### src/rtl/dmem_arbiter.sv
// Two-requester round-robin arbiter and one-shot access sequencer for data memory.
// Optional DMEM_ARB_LOCK_EN lets requester 1 hold the grant across transactions.
module dmem_arbiter #(
   parameter int   XLEN       = 32,
   parameter logic RESET_LAST = 1'b1
) (
   input  logic            clk,
   input  logic            reset,
   input  logic            r0_valid,
   output logic            r0_ready,
   input  logic [XLEN-1:0] r0_addr,
   input  logic [XLEN-1:0] r0_wdata,
   input  logic            r0_we,
   input  logic [2:0]      r0_funct3,
   output logic            r0_rsp_valid,
   input  logic            r0_rsp_ready,
   output logic [XLEN-1:0] r0_rsp_rdata,
   input  logic            r1_valid,
   output logic            r1_ready,
   input  logic [XLEN-1:0] r1_addr,
   input  logic [XLEN-1:0] r1_wdata,
   input  logic            r1_we,
   input  logic [2:0]      r1_funct3,
   output logic            r1_rsp_valid,
   input  logic            r1_rsp_ready,
   output logic [XLEN-1:0] r1_rsp_rdata,
   input  logic            r1_lock,
   output logic [XLEN-1:0] mem_addr,
   output logic [XLEN-1:0] mem_write_data,
   output logic            mem_read,
   output logic            mem_write,
   output logic [2:0]      mem_funct3,
   input  logic [XLEN-1:0] mem_read_data,
   output logic            busy
);

   typedef enum logic [1:0] {IDLE, ACCESS, RESP} state_t;

   state_t          state;
   logic            last_grant;
   logic            owner;
   logic            lat_we;
   logic [2:0]      lat_f3;
   logic [XLEN-1:0] lat_addr;
   logic [XLEN-1:0] lat_wdata;
   logic [XLEN-1:0] rsp_rdata;
   logic            acc_rd;
   logic            acc_wr;
   logic            lock_only;
   logic            gnt0;
   logic            gnt1;
   logic            take;
   logic            rsp_hs;

`ifdef DMEM_ARB_LOCK_EN
   logic lock_q;

   always_ff @(posedge clk) begin
      if (reset) begin
         lock_q <= 1'b0;
      end else if (rsp_hs && owner && r1_lock) begin
         lock_q <= 1'b1;
      end else if (state == IDLE && !r1_lock) begin
         lock_q <= 1'b0;
      end
   end

   assign lock_only = lock_q;
`else
   logic unused_lock;

   assign unused_lock = r1_lock;
   assign lock_only   = 1'b0;
`endif

   // last_grant == 1 means requester 1 went last, so requester 0 wins a tie
   always_comb begin
      gnt0 = r0_valid && !lock_only && (!r1_valid || last_grant);
      gnt1 = r1_valid && (lock_only || !r0_valid || !last_grant);
   end

   assign r0_ready = (state == IDLE) && gnt0;
   assign r1_ready = (state == IDLE) && gnt1;
   assign take     = r0_ready || r1_ready;
   assign rsp_hs   = (state == RESP) &&
                     (owner ? r1_rsp_ready : r0_rsp_ready);

   always_ff @(posedge clk) begin
      if (reset) begin
         state      <= IDLE;
         last_grant <= RESET_LAST;
         owner      <= 1'b0;
         lat_we     <= 1'b0;
         lat_f3     <= '0;
         lat_addr   <= '0;
         lat_wdata  <= '0;
         rsp_rdata  <= '0;
         acc_rd     <= 1'b0;
         acc_wr     <= 1'b0;
      end else begin
         acc_rd <= 1'b0;
         acc_wr <= 1'b0;
         unique case (state)
            IDLE: begin
               if (take) begin
                  owner      <= gnt1;
                  last_grant <= gnt1;
                  lat_addr   <= gnt1 ? r1_addr : r0_addr;
                  lat_wdata  <= gnt1 ? r1_wdata : r0_wdata;
                  lat_we     <= gnt1 ? r1_we : r0_we;
                  lat_f3     <= gnt1 ? r1_funct3 : r0_funct3;
                  acc_rd     <= gnt1 ? !r1_we : !r0_we;
                  acc_wr     <= gnt1 ? r1_we : r0_we;
                  state      <= ACCESS;
               end
            end
            ACCESS: begin
               rsp_rdata <= lat_we ? '0 : mem_read_data;
               state     <= RESP;
            end
            RESP: begin
               if (rsp_hs) state <= IDLE;
            end
            default: state <= IDLE;
         endcase
      end
   end

   assign mem_addr       = lat_addr;
   assign mem_write_data = lat_wdata;
   assign mem_funct3     = lat_f3;
   assign mem_read       = acc_rd;
   assign mem_write      = acc_wr;
   assign r0_rsp_valid   = (state == RESP) && !owner;
   assign r1_rsp_valid   = (state == RESP) && owner;
   assign r0_rsp_rdata   = rsp_rdata;
   assign r1_rsp_rdata   = rsp_rdata;
   assign busy           = (state != IDLE);

endmodule
### config.mk
export PLATFORM = sky130hd
export DESIGN_NAME = dmem_arbiter
export DESIGN_NICKNAME = d
export VERILOG_FILES = /design/src/rtl/dmem_arbiter.sv
export SDC_FILE = /design/constraint.sdc
export NUM_CORES = 1
export LEC_CHECK = 0
export BUFFER_PORTS_ARGS = -buffer_cell sky130_fd_sc_hd__buf_2
export CAP_MARGIN = 20
export CORE_MARGIN = 10
export CORE_UTILIZATION = 46
export DETAILED_ROUTE_END_ITERATION = 6
export GPL_TIMING_DRIVEN = 1
export PLACE_DENSITY = 0.85
export SKIP_LAST_GASP = 1
export SYNTH_ARGS = -nofsm -noshare
export SYNTH_HDL_FRONTEND = slang
export SYNTH_SLANG_ARGS = --single-unit
### constraint.sdc
create_clock -name clk -period 3.3 [get_ports clk]
set_clock_uncertainty 0.05 [all_clocks]
set_input_delay 0.33 -clock clk [delete_from_list [all_inputs] [get_ports clk]]
set_output_delay 0.33 -clock clk [all_outputs]
set_load 0.02 [all_outputs]
* Word-level counts from Yosys, hierarchy flattened *
Cells that the tools add are included.

storage, ports and cells
  bits in registers = 106
  bits in latches = 0
  memory bits (writable) = 0
  memory bits (read-only) = 0
  output and inout port bits = 138
  memories = 0

operators by class
  $add $sub $neg = 0
  multiply operators = 0
  div/mod/pow operators = 0
  $lt $le $gt $ge = 0
  equal/unequal tests = 4
  shift-type cells = 0
  mux-type cells = 10
  bitwise operators = 2
  reductions and logical operators = 21

operators with widths
  operator            count
  $mux 32             3
  $logic_and 1x1->1   7
  $logic_not 1->1     6
  $pmux 2 s3          1
  $mux 2              2
  $ne 2x2->1 const B  2
  $reduce_and 2->1    2
  $logic_or 1x1->1    3
  $mux 1              3
  $mux 3              1
  $reduce_or 3->1     1
  $eq 2x1->1 const B  1
  $eq 2x2->1 const B  1
  $logic_not 2->1     1
  $not 1->1           2
  $reduce_bool 2->1   1

* Depth between registers and ports, before layout *
  depth in word-level cells = 7
  depth in mapped cells = 7

* Worst setup path after synthesis *
No wires, ideal clock.

  kind = reg2out
  from = register state[1]
  to = output port r1_ready
  arrival time = 1,387 ps
  data required time = 2,920 ps
  setup slack = 1,533 ps
  cell stages (with the launch flop) = 5
  cells stage by stage = dfxtp_1 -> nor2_2 -> clkbuf_1 -> inv_1 -> nor2_1

between the ends
  longest elaborated chain between the ends = 2

RTL lines
  element                 RTL line  source
  start, declared         39        state_t state;
  start signal, assigned  90        state <= IDLE;
  start signal, assigned  114       state <= ACCESS;
  start signal, assigned  119       state <= RESP;
  $logic_not 2->1         83        assign r1_ready = (state == IDLE) && gnt1;
  $logic_and 1x1->1       83
  end, declared           19        output logic r1_ready,

No other way between the ends.

* Final worst setup path *
Same ends and word-level chain as after synthesis.

==> reports/results.txt <==
Initial core utilization = 47.3%
Synthesized area = 0.00488 mm²
Area Overhead vs Synth = 31.2%
Post-synthesis adder-cell area fraction = 0%
Seq cells post-synth = 106
Sw Share = 35.2%
Placeable Area = 0.0103 mm²
Fmax = 433 MHz
Count of cell types in the netlist = 28
Die area = 0.0151 mm²
Skew-Pair Late Insertion Delay = 0.35 ns
Fin Hold WS = 0.181 ns
Post-synth EDFFs = 0
Cells after Synth = 590
Chip width = 123 µm
Chip height = 123 µm
CP Max Fanout = 72
Final WS setup = 0.989 ns
DP HPWL = 13.4 mm
I/O pin count = 313
Critical path type = reg -> out
Net load switching power = 1.14 mW
TritonCTS Buffers = 9
Mux share of post-synthesis cell area = 0.410%
CP Cell Sequence = nor2_4 -> buf_4 -> inv_1 -> nor2_1 -> buf_2
CP max stage delay = 0.61 ns
Internal power = 2.10 mW
Final Hold Viols = 0
Slew @ Worst Pin = 0.889 ns
Maxcap violations = 0
Initial antenna violation count = 3
Vias in the first global route = 5,052
Crit path max-delay family = buffers and inverters
Initial DRC Count = 349
GRT Total Usage = 21.5%
Top cell type's share of synthesized area = 43.5%
Final estimated routing congestion in global placement = 0.825
Hold-fix buffers at CTS = 0
Port Buf Inserts = 311
Cells on Worst Hold Path = 3
Unrepaired setup endpoints after global routing = false
Final setup viols = 0
Share of layout cells above drive strength 1 = 43.6%
H-tree depth = 3
Clock group share of total power = 23.6%
Vias = 5,106
Remaining DRCs = 0
Clock Tree Buf Depth = 2
Global-route wire length before repair = 26.3 mm
Clk sink count = 106
Drt wl/cell = 18.4 µm
PwrDens = 507 mW/mm²
Total power = 3.24 mW
Stages on worst setup path = 5
Clock slew at reported path FFs = 0.11 ns
Final Max Tran Viols = 0
Post-Synth XOR/XNOR Area = 0%
Rows = 37
Cell taking the most area after synthesis = dfxtp_1
Net count after synthesis = 765
Sequential area share after synthesis = 43.5%
Pre-CTS setup slack = 1.17 ns
Compound-Gate Fraction of Synth Area = 25.8%
Post-Synth Simple-Gate Area = 19.8%
Largest net degree at the start of global routing = 73
Root Driver = clkbuf_8
Setup_tns = 0 ns
CP arrival = 1.93 ns
Hold/Removal Path Class = in -> reg
Worst IR Drop VDD = 0.275 mV
Startpoint types = flop
Asr flop ratio synth = 0%
Leak = 3.08 nW
Final Critical Period = 2.31 ns
Postcts setup bufs = 0
Relative slew slack = 40.7%
Syn. warnings = 0
CP max stage cell = buf_4
Detail Route Antenna Nets = 0
CTS tree = yes
First-pass DRT Iterations = 4
Resized cells post-CTS = 0
R2R depth = 4
Via density = 5.25
Dominant cells by area after synthesis = dfxtp_1, nand2_1, a21oi_1
Worst path bufs/invs = 3
Synth Flop Type = dfxtp_1
Worst EP required = 2.92 ns
Period utilisation layout = 70.0%
Critical Path Sink Type = output pin
Seq pwr share = 46.3%
Drt total wl = 17.9 mm
Status = complete, no violations
Combinational share of power = 30.1%
Gr ovfl total = 0
Fin nets = 1,004
Avg Cell Area, Syn = 8.27 µm²
Main combinational cell family by area after synthesis = compound AO/OA/AOI/OAI gates
## flip-flops by register name, indices dropped and copies added, names as in the netlist
signal	cells
lat_we	1
last_grant	1
mem_addr	32
state	2
mem_read	1
r0_rsp_rdata	32
mem_funct3	3
mem_write	1
owner	1
mem_write_data	32
## worst min-delay path: stages
cell	delay [ns]
buf_2	0.09
nand2_1	0.04
a311oi_1	0.07
## worst paths after layout
check,from,end,slack [ns]
setup / recovery,state[1],r1_ready,0.99
hold / removal,r0_addr[2],mem_addr[2],0.18
setup reg to reg,last_grant,mem_addr[10],1.22
hold reg to reg,r0_rsp_rdata[1],r0_rsp_rdata[1],0.42
## cell type report
type                            count  area [µm²]
Tap cell                          136         170
Clock buffer                       11         151
Multi-Input combinational cell    390        2260
Fill cell                         952        3920
Timing Repair Buffer              321        1650
Inverter                            1        3.75
Antenna cell                        3        7.51
Clock inverter                      4        33.8
Sequential cell                   106        2120
## cell families (layout without fill, tap and decap cells)
logic type	after synthesis	count (layout)
AND/OR/NAND/NOR	215	215
AO/OA/AOI/OAI	173	173
flip-flops	106	106
buffers and inverters	94	337
multiplexers	2	2
other	0	3
## cells in the mapped netlist, types with 2 or more instances
library cell,count
a21oi_1,101
a311oi_1,47
a311oi_2,20
buf_2,13
buf_4,32
buf_6,3
clkbuf_1,44
dfxtp_1,106
mux2i_1,2
nand2_1,167
nand3b_1,33
nor2_1,4
nor2b_1,2
nor3b_1,2
## layout by cell type (no fill, tap or decap), types with 2 or more instances in the layout
| master | count |
|---|---|
| diode_2 | 3 |
| nor3b_1 | 2 |
| a311oi_2 | 20 |
| inv_6 | 3 |
| nand2_1 | 167 |
| a311oi_1 | 47 |
| a21oi_1 | 101 |
| mux2i_1 | 2 |
| clkbuf_8 | 11 |
| buf_4 | 10 |
| nand3b_1 | 33 |
| dfxtp_1 | 106 |
| nor2_1 | 4 |
| buf_2 | 310 |
## per-layer routing
metal / global-route usage (%) / routed length [µm] / share of wire [%]
met4: 6.91 / 355 / 2.0
met3: 10.5 / 2270 / 13
met2: 37.7 / 9070 / 51
met5: 0 / 13 / 0.073
met1: 22.1 / 6180 / 35
## stage by stage
| step | cells | area, µm² | util, % |
|---|---|---|---|
| finish | 972 | 6400 | 62.0 |
| global route | 971 | 6400 | 62.0 |
| CTS | 969 | 6390 | 61.9 |
| detailed placement | 954 | 6210 | 60.1 |
| global placement | 954 | 6210 | 60.1 |
| floorplan | 590 | 4880 | - |
## power groups by stage
stage               clock network [mW]  logic [mW]  registers, mW
global placement                     0       0.974           1.52
finish                           0.764       0.978           1.50
global route                     0.837        1.06           1.52
detailed placement                   0       0.988           1.53
floorplan                            0       0.498           1.68
CTS                              0.782       0.988           1.50
Note: power is estimated with default switching activity, not from simulation.
